[src/rtl/uart_pkg.sv]
// Shared types and constants for the UART transmitter.
// Optional feature macro: UART_TX_PARITY_EN (adds an even-parity bit, 8E1 frames).
package uart_pkg;

    typedef enum logic [2:0] {
        IDLE,
        START,
        DATA,
`ifdef UART_TX_PARITY_EN
        PARITY,
`endif
        STOP
    } tx_state_t;

    localparam int unsigned CON_DONE = 0;
    localparam int unsigned CON_HOLD = 1;
    localparam int unsigned CON_BUSY = 2;
    localparam int unsigned CON_OVR  = 3;

    localparam logic [31:0] UART_TXD_ADDR = 32'h40000018;
    localparam logic [31:0] UART_CON_ADDR = 32'h40000020;

endpackage

[src/rtl/uart_baud_gen.sv]
// Bit-time counter: wraps every CLKS_PER_BIT cycles, pulses bit_end on the wrap cycle.
module uart_baud_gen #(
    parameter int unsigned CLKS_PER_BIT = 10417
) (
    input  logic clk,
    input  logic reset,
    input  logic restart,
    output logic bit_end
);

    localparam int unsigned CNT_W = (CLKS_PER_BIT > 1) ? $clog2(CLKS_PER_BIT) : 1;
    localparam logic [CNT_W-1:0] LAST = CNT_W'(CLKS_PER_BIT - 1);

    logic [CNT_W-1:0] cnt;

    always_ff @(posedge clk or posedge reset) begin
        if (reset)
            cnt <= '0;
        else if (restart || cnt == LAST)
            cnt <= '0;
        else
            cnt <= cnt + 1'b1;
    end

    assign bit_end = (cnt == LAST);

endmodule

[src/rtl/uart_tx_ctrl.sv]
// UART transmitter with one-entry holding buffer and sticky CON status flags.
// Optional feature macro: UART_TX_PARITY_EN (8E1 instead of 8N1).
module uart_tx_ctrl #(
    parameter int unsigned CLKS_PER_BIT = 10417
) (
    input  logic       clk,
    input  logic       reset,
    input  logic [7:0] tx_wdata,
    input  logic       tx_we,
    input  logic       con_clr,
    output logic       txd,
    output logic [3:0] con_status
);

    import uart_pkg::*;

    tx_state_t  state, state_n;
    logic [7:0] shift, shift_n;
    logic [7:0] hold, hold_n;
    logic       hold_full, hold_full_n;
    logic [2:0] bit_idx, bit_idx_n;
    logic       done, done_n;
    logic       ovr, ovr_n;
    logic       busy;
    logic       txd_n;
    logic       load;
    logic [7:0] load_byte;
    logic       direct_start;
    logic       bit_end;
`ifdef UART_TX_PARITY_EN
    logic       par, par_n;
`endif

    uart_baud_gen #(.CLKS_PER_BIT(CLKS_PER_BIT)) u_baud (
        .clk     (clk),
        .reset   (reset),
        .restart (load),
        .bit_end (bit_end)
    );

    assign direct_start = (state == IDLE) && !hold_full;

    always_comb begin
        state_n     = state;
        shift_n     = shift;
        hold_n      = hold;
        hold_full_n = hold_full;
        bit_idx_n   = bit_idx;
        done_n      = done;
        ovr_n       = ovr;
        load        = 1'b0;
        load_byte   = hold;
        txd_n       = 1'b1;
`ifdef UART_TX_PARITY_EN
        par_n       = par;
`endif

        if (con_clr) begin
            done_n = 1'b0;
            ovr_n  = 1'b0;
        end

        case (state)
            IDLE: begin
                if (hold_full) begin
                    load        = 1'b1;
                    hold_full_n = 1'b0;
                end else if (tx_we) begin
                    load      = 1'b1;
                    load_byte = tx_wdata;
                end
            end
            START: begin
                if (bit_end) begin
                    state_n   = DATA;
                    bit_idx_n = '0;
                end
            end
            DATA: begin
                if (bit_end) begin
                    shift_n   = {1'b0, shift[7:1]};
                    bit_idx_n = bit_idx + 3'd1;
                    if (bit_idx == 3'd7) begin
`ifdef UART_TX_PARITY_EN
                        state_n = PARITY;
`else
                        state_n = STOP;
`endif
                    end
                end
            end
`ifdef UART_TX_PARITY_EN
            PARITY: begin
                if (bit_end)
                    state_n = STOP;
            end
`endif
            STOP: begin
                if (bit_end) begin
                    done_n = 1'b1;
                    if (hold_full) begin
                        load        = 1'b1;
                        hold_full_n = 1'b0;
                    end else begin
                        state_n = IDLE;
                    end
                end
            end
            default: state_n = IDLE;
        endcase

        if (load) begin
            shift_n = load_byte;
            state_n = START;
`ifdef UART_TX_PARITY_EN
            par_n   = ^load_byte;
`endif
        end

        // Uses hold_full_n so a write on the hold-to-shift cycle refills hold instead of overrunning.
        if (tx_we && !direct_start) begin
            if (!hold_full_n) begin
                hold_n      = tx_wdata;
                hold_full_n = 1'b1;
            end else begin
                ovr_n = 1'b1;
            end
        end

        case (state_n)
            START:  txd_n = 1'b0;
            DATA:   txd_n = shift_n[0];
`ifdef UART_TX_PARITY_EN
            PARITY: txd_n = par_n;
`endif
            default: txd_n = 1'b1;
        endcase
    end

    always_ff @(posedge clk or posedge reset) begin
        if (reset) begin
            state     <= IDLE;
            shift     <= '0;
            hold      <= '0;
            hold_full <= 1'b0;
            bit_idx   <= '0;
            done      <= 1'b0;
            ovr       <= 1'b0;
            busy      <= 1'b0;
            txd       <= 1'b1;
`ifdef UART_TX_PARITY_EN
            par       <= 1'b0;
`endif
        end else begin
            state     <= state_n;
            shift     <= shift_n;
            hold      <= hold_n;
            hold_full <= hold_full_n;
            bit_idx   <= bit_idx_n;
            done      <= done_n;
            ovr       <= ovr_n;
            busy      <= (state_n != IDLE);
            txd       <= txd_n;
`ifdef UART_TX_PARITY_EN
            par       <= par_n;
`endif
        end
    end

    always_comb begin
        con_status           = '0;
        con_status[CON_DONE] = done;
        con_status[CON_HOLD] = hold_full;
        con_status[CON_BUSY] = busy;
        con_status[CON_OVR]  = ovr;
    end

endmodule

[config.mk]
export PLATFORM = sky130hd
export DESIGN_NAME = uart_tx_ctrl
export DESIGN_NICKNAME = d
export VERILOG_FILES = /design/src/rtl/uart_pkg.sv /design/src/rtl/uart_baud_gen.sv /design/src/rtl/uart_tx_ctrl.sv
export SDC_FILE = /design/constraint.sdc
export NUM_CORES = 1
export LEC_CHECK = 0
export CORE_MARGIN = 2
export CORE_UTILIZATION = 58
export DETAILED_ROUTE_END_ITERATION = 7
export PLACE_DENSITY = 0.79
export SYNTH_ARGS = -nofsm -noshare
export SYNTH_HDL_FRONTEND = slang
export SYNTH_SLANG_ARGS = --single-unit
[constraint.sdc]
create_clock -name clk -period 3.1 [get_ports clk]
set_input_delay 0.465 -clock clk [delete_from_list [all_inputs] [get_ports clk]]
set_output_delay 0.465 -clock clk [all_outputs]
set_load 0.01 [all_outputs]
==> parameters.txt <==
Parameter                              Value

Outcome
  Status    finished clean

Hold path
  Worst hold path depth    1
  Beginning of the worst hold path    shift[6]
  Classification of the worst-slack hold path    reg -> reg
  Hold worst-path end    shift[5]

Power
  Relative contribution of the clock network to total power    21.3%
  Maximum ir drop on the vdd rail    408 uV
  Leakage Power    1.11 nW
  Combinational power share    27.5%
  Pwr Density    626 nW/um^2
  Internal Power    1.06 mW
  Sequential fraction of design power    51.3%
  Switching power total    517 uW
  Switching Fraction    32.9%

Routing
  First-pass detailed-route iteration total    4
  Iteration-0 DRC count of the detailed router    201
  Number of nets with antenna violations after routing    0
  Vias per std cell    6.12
  DRT Wirelength    4.58 mm
  Routed vias    1794
  Number of design rule violations left after detail routing    0
  Drt wl/cell    15.6 um

STA
  Setup repair after global routing missed its margin    false
  Clock skew after layout    5.39 ps
  Post-route minimum period    2520 ps
  Setup violation total in the final timing report    0
  Peak clock frequency supported by timing    397 MHz
  Final hold violation count    0
  Final Max Slew Viols    0
  Worst Tran Pin Value    744 ps
  Total negative slack for setup checks    0 ps
  Fraction of the cycle the final worst path needs    81.2%
  Max-Slew Margin vs Limit    50.0%

Synthesis
  Proportion of synthesized area in mux cells    4.57%
  Dominant combinational cell family by area after synthesis    compound AO/OA/AOI/OAI gates
  Post-Syn Area per Cell    9.77 sq um
  XOR/XNOR share of the synthesized area    4.68%
  Post-synthesis cell count    230
  Post-synth net total    246
  Main synth FF type    sky130_fd_sc_hd__dfrtp_1
  Summed instance area of the synthesized netlist    2250 sq um
  Count of cell types in the netlist    46
  Flop and latch count out of synthesis    41
  Fraction of the mapped netlist area in simple logic gates    16.5%
  Async SR Flop Fraction    100%
  Number of warnings reported in the yosys synthesis log    0
  Number of synthesized flops with an enable pin    0
  Portion of the post-synthesis area used by sequential elements    45.7%
  Post-synthesis compound-gate area fraction    20.9%
  Arithmetic-cell share of the synthesized area counting full adders, half adders and majority gates    2.23%

Die
  IO Pins    17
  Area enclosed by the die boundary    4390 sq um
  Starting density of the core    60.9%
  Vertical die dimension    66.2 um
  Row count    22
  Die span in x    66.2 um
  Core outline area    3690 sq um

Final layout
  Area Overhead vs Synth    11.9%
  Final instance count without filler cells    293
  Area of combinational cells with multiple inputs    1100 sq um
  Area taken by flip-flops and latches    1030 sq um
  Antenna cell count    0
  Fill cells    313
  Most frequent cells in the layout    40 x sky130_fd_sc_hd__dfrtp_1, 30 x sky130_fd_sc_hd__nor2_1, 19 x sky130_fd_sc_hd__o21ai_0
  Most common cell after layout, fill and taps aside    sky130_fd_sc_hd__dfrtp_1
  Share of layout cells above drive strength 1    11.8%
  Nets    260

CTS
  Clock Latency Late Sink    300 ps
  Max Root-Sink Buffers    2
  Clock tree from TritonCTS    built
  # resized after CTS    0
  Total of hold buffers inserted after clock tree synthesis    0
  H-tree level count    2
  Post-CTS Setup Bufs    0
  Number of buffers inserted during clock tree synthesis    5
  Root buffer cell    sky130_fd_sc_hd__clkbuf_8
  Clock-pin transition on the worst setup and hold timing paths    70 ps
  CTS Sinks    41

GRT
  First-pass GRT wire length    8.05 mm
  Vias in the first global route    1747
  Largest net degree at the start of global routing    42
  Initial antenna violation count    0
  Total congestion overflow after global routing    0
  Overall Global Routing Usage    24.3%

Worst setup path
  Reg2Reg Capture Point    shift[1]
  Flop-to-flop setup slack    580 ps
  Largest fanout on the critical path    7
  Type of origin of the critical path    flop
  Critical register-to-register path startpoint    u_baud.cnt[6]
  Worst Path Arrival    2700 ps
  Required time worst endpoint    3290 ps
  Crit Path Category    reg -> reg
  R2R depth    4
  Critical path endpoint category    flop

Placement
  Dpl cells    285
  Placer's final routability congestion estimate    0.865
  Buffers on Ports    16
  Detail Placement HPWL    3.14 mm

Flow run
  Max-capacitance violation count    0
==> synth_stat cells, types with 2 or more instances <==
| cell | count | share of area (%) |
|---|---|---|
| sky130_fd_sc_hd__a21oi_1 | 8 | 1.8 |
| sky130_fd_sc_hd__a221o_1 | 9 | 4.0 |
| sky130_fd_sc_hd__a221o_2 | 5 | 2.5 |
| sky130_fd_sc_hd__a22o_1 | 2 | 0.78 |
| sky130_fd_sc_hd__a22oi_1 | 8 | 2.7 |
| sky130_fd_sc_hd__a31oi_1 | 2 | 0.56 |
| sky130_fd_sc_hd__a41oi_1 | 2 | 0.78 |
| sky130_fd_sc_hd__and3_1 | 2 | 0.56 |
| sky130_fd_sc_hd__and4_1 | 2 | 0.78 |
| sky130_fd_sc_hd__buf_2 | 2 | 0.45 |
| sky130_fd_sc_hd__buf_4 | 4 | 1.3 |
| sky130_fd_sc_hd__clkbuf_1 | 8 | 1.3 |
| sky130_fd_sc_hd__dfrtp_1 | 40 | 45 |
| sky130_fd_sc_hd__ha_1 | 4 | 2.2 |
| sky130_fd_sc_hd__inv_1 | 10 | 1.7 |
| sky130_fd_sc_hd__mux2_2 | 2 | 1.0 |
| sky130_fd_sc_hd__mux2i_1 | 8 | 3.6 |
| sky130_fd_sc_hd__nand2_1 | 13 | 2.2 |
| sky130_fd_sc_hd__nand3_1 | 6 | 1.3 |
| sky130_fd_sc_hd__nand3b_1 | 2 | 0.67 |
| sky130_fd_sc_hd__nor2_1 | 30 | 5.0 |
| sky130_fd_sc_hd__nor3_1 | 2 | 0.45 |
| sky130_fd_sc_hd__nor4_1 | 3 | 0.84 |
| sky130_fd_sc_hd__o21ai_0 | 19 | 4.2 |
| sky130_fd_sc_hd__o22ai_1 | 2 | 0.56 |
| sky130_fd_sc_hd__o2bb2ai_1 | 2 | 0.78 |
| sky130_fd_sc_hd__or2_2 | 2 | 0.56 |
| sky130_fd_sc_hd__or3_1 | 2 | 0.56 |
| sky130_fd_sc_hd__or4_1 | 2 | 0.67 |
| sky130_fd_sc_hd__xnor2_1 | 3 | 1.2 |
| sky130_fd_sc_hd__xor2_1 | 9 | 3.5 |
==> registers in the layout, summed over array words and instances (netlist names), 3 cells and up <==
name / cells
shift: 8
hold: 8
bit_idx: 3
state: 3
u_baud.cnt: 14
==> routing by layer <==
layer	vias to the layer above	global-route usage [%]	wire length [um]
li1	867	-	-
met4	0	10.5	88
met5	-	0	0
met2	38	38.0	2200
met3	8	4.09	145
met1	881	33.1	2140
==> layout make-up <==
cell class              instances  share of cell area (%)
clock buffers                   6                    2.89
clock inverters                 2                   0.398
inverters                      10                    1.49
multi-input cells             164                    43.8
flip-flops and latches         41                    40.8
well taps                      48                    2.39
repair buffers                 22                    8.16
==> through the flow <==
step	area [sq um]	total power [mW]	hold WS, ps	setup slack [ps]	utilization, %
3_5_place_dp	2430	1.25	498	596	65.9
5_1_grt	2510	1.69	546	474	68.2
6_report	2510	1.57	515	583	68.2
2_1_floorplan	2250	1.12	468	720	-
3_3_place_gp	2430	1.23	503	620	65.9
4_1_cts	2510	1.58	516	582	68.2
==> power by group through the flow <==
stage / Clock (mW) / Combinational [mW] / Sequential (mW)
2_1_floorplan: 0 / 0.352 / 0.768
3_3_place_gp: 0 / 0.419 / 0.807
3_5_place_dp: 0 / 0.431 / 0.816
4_1_cts: 0.345 / 0.434 / 0.805
5_1_grt: 0.360 / 0.498 / 0.828
6_report: 0.335 / 0.433 / 0.807
==> worst max-delay path by stage <==
stage,to,depth (start not counted),start
after floorplan,shift[1],5,u_baud.cnt[2]
after global routing,shift[0],5,u_baud.cnt[6]
after detailed placement,shift[1],4,u_baud.cnt[6]
after global placement,shift[5],4,u_baud.cnt[2]
after CTS,shift[1],4,u_baud.cnt[6]
final,shift[1],4,u_baud.cnt[6]
==> cell families after synthesis <==
family | after synthesis
buffers and inverters | 25
muxes | 10
other | 1
and+or+nand+nor | 72
xor gates and xnor gates | 12
AOI/OAI and AO/OA | 65
adders and majority gates | 4
DFF | 41
==> worst max-delay path: stages, from the launching register on <==
cell and delay (ps):
sky130_fd_sc_hd__dfrtp_1 450, sky130_fd_sc_hd__or4bb_1 570, sky130_fd_sc_hd__or4_1 670, sky130_fd_sc_hd__o31a_2 380, sky130_fd_sc_hd__a221o_2 340
Power figures use the tool's default switching activity.
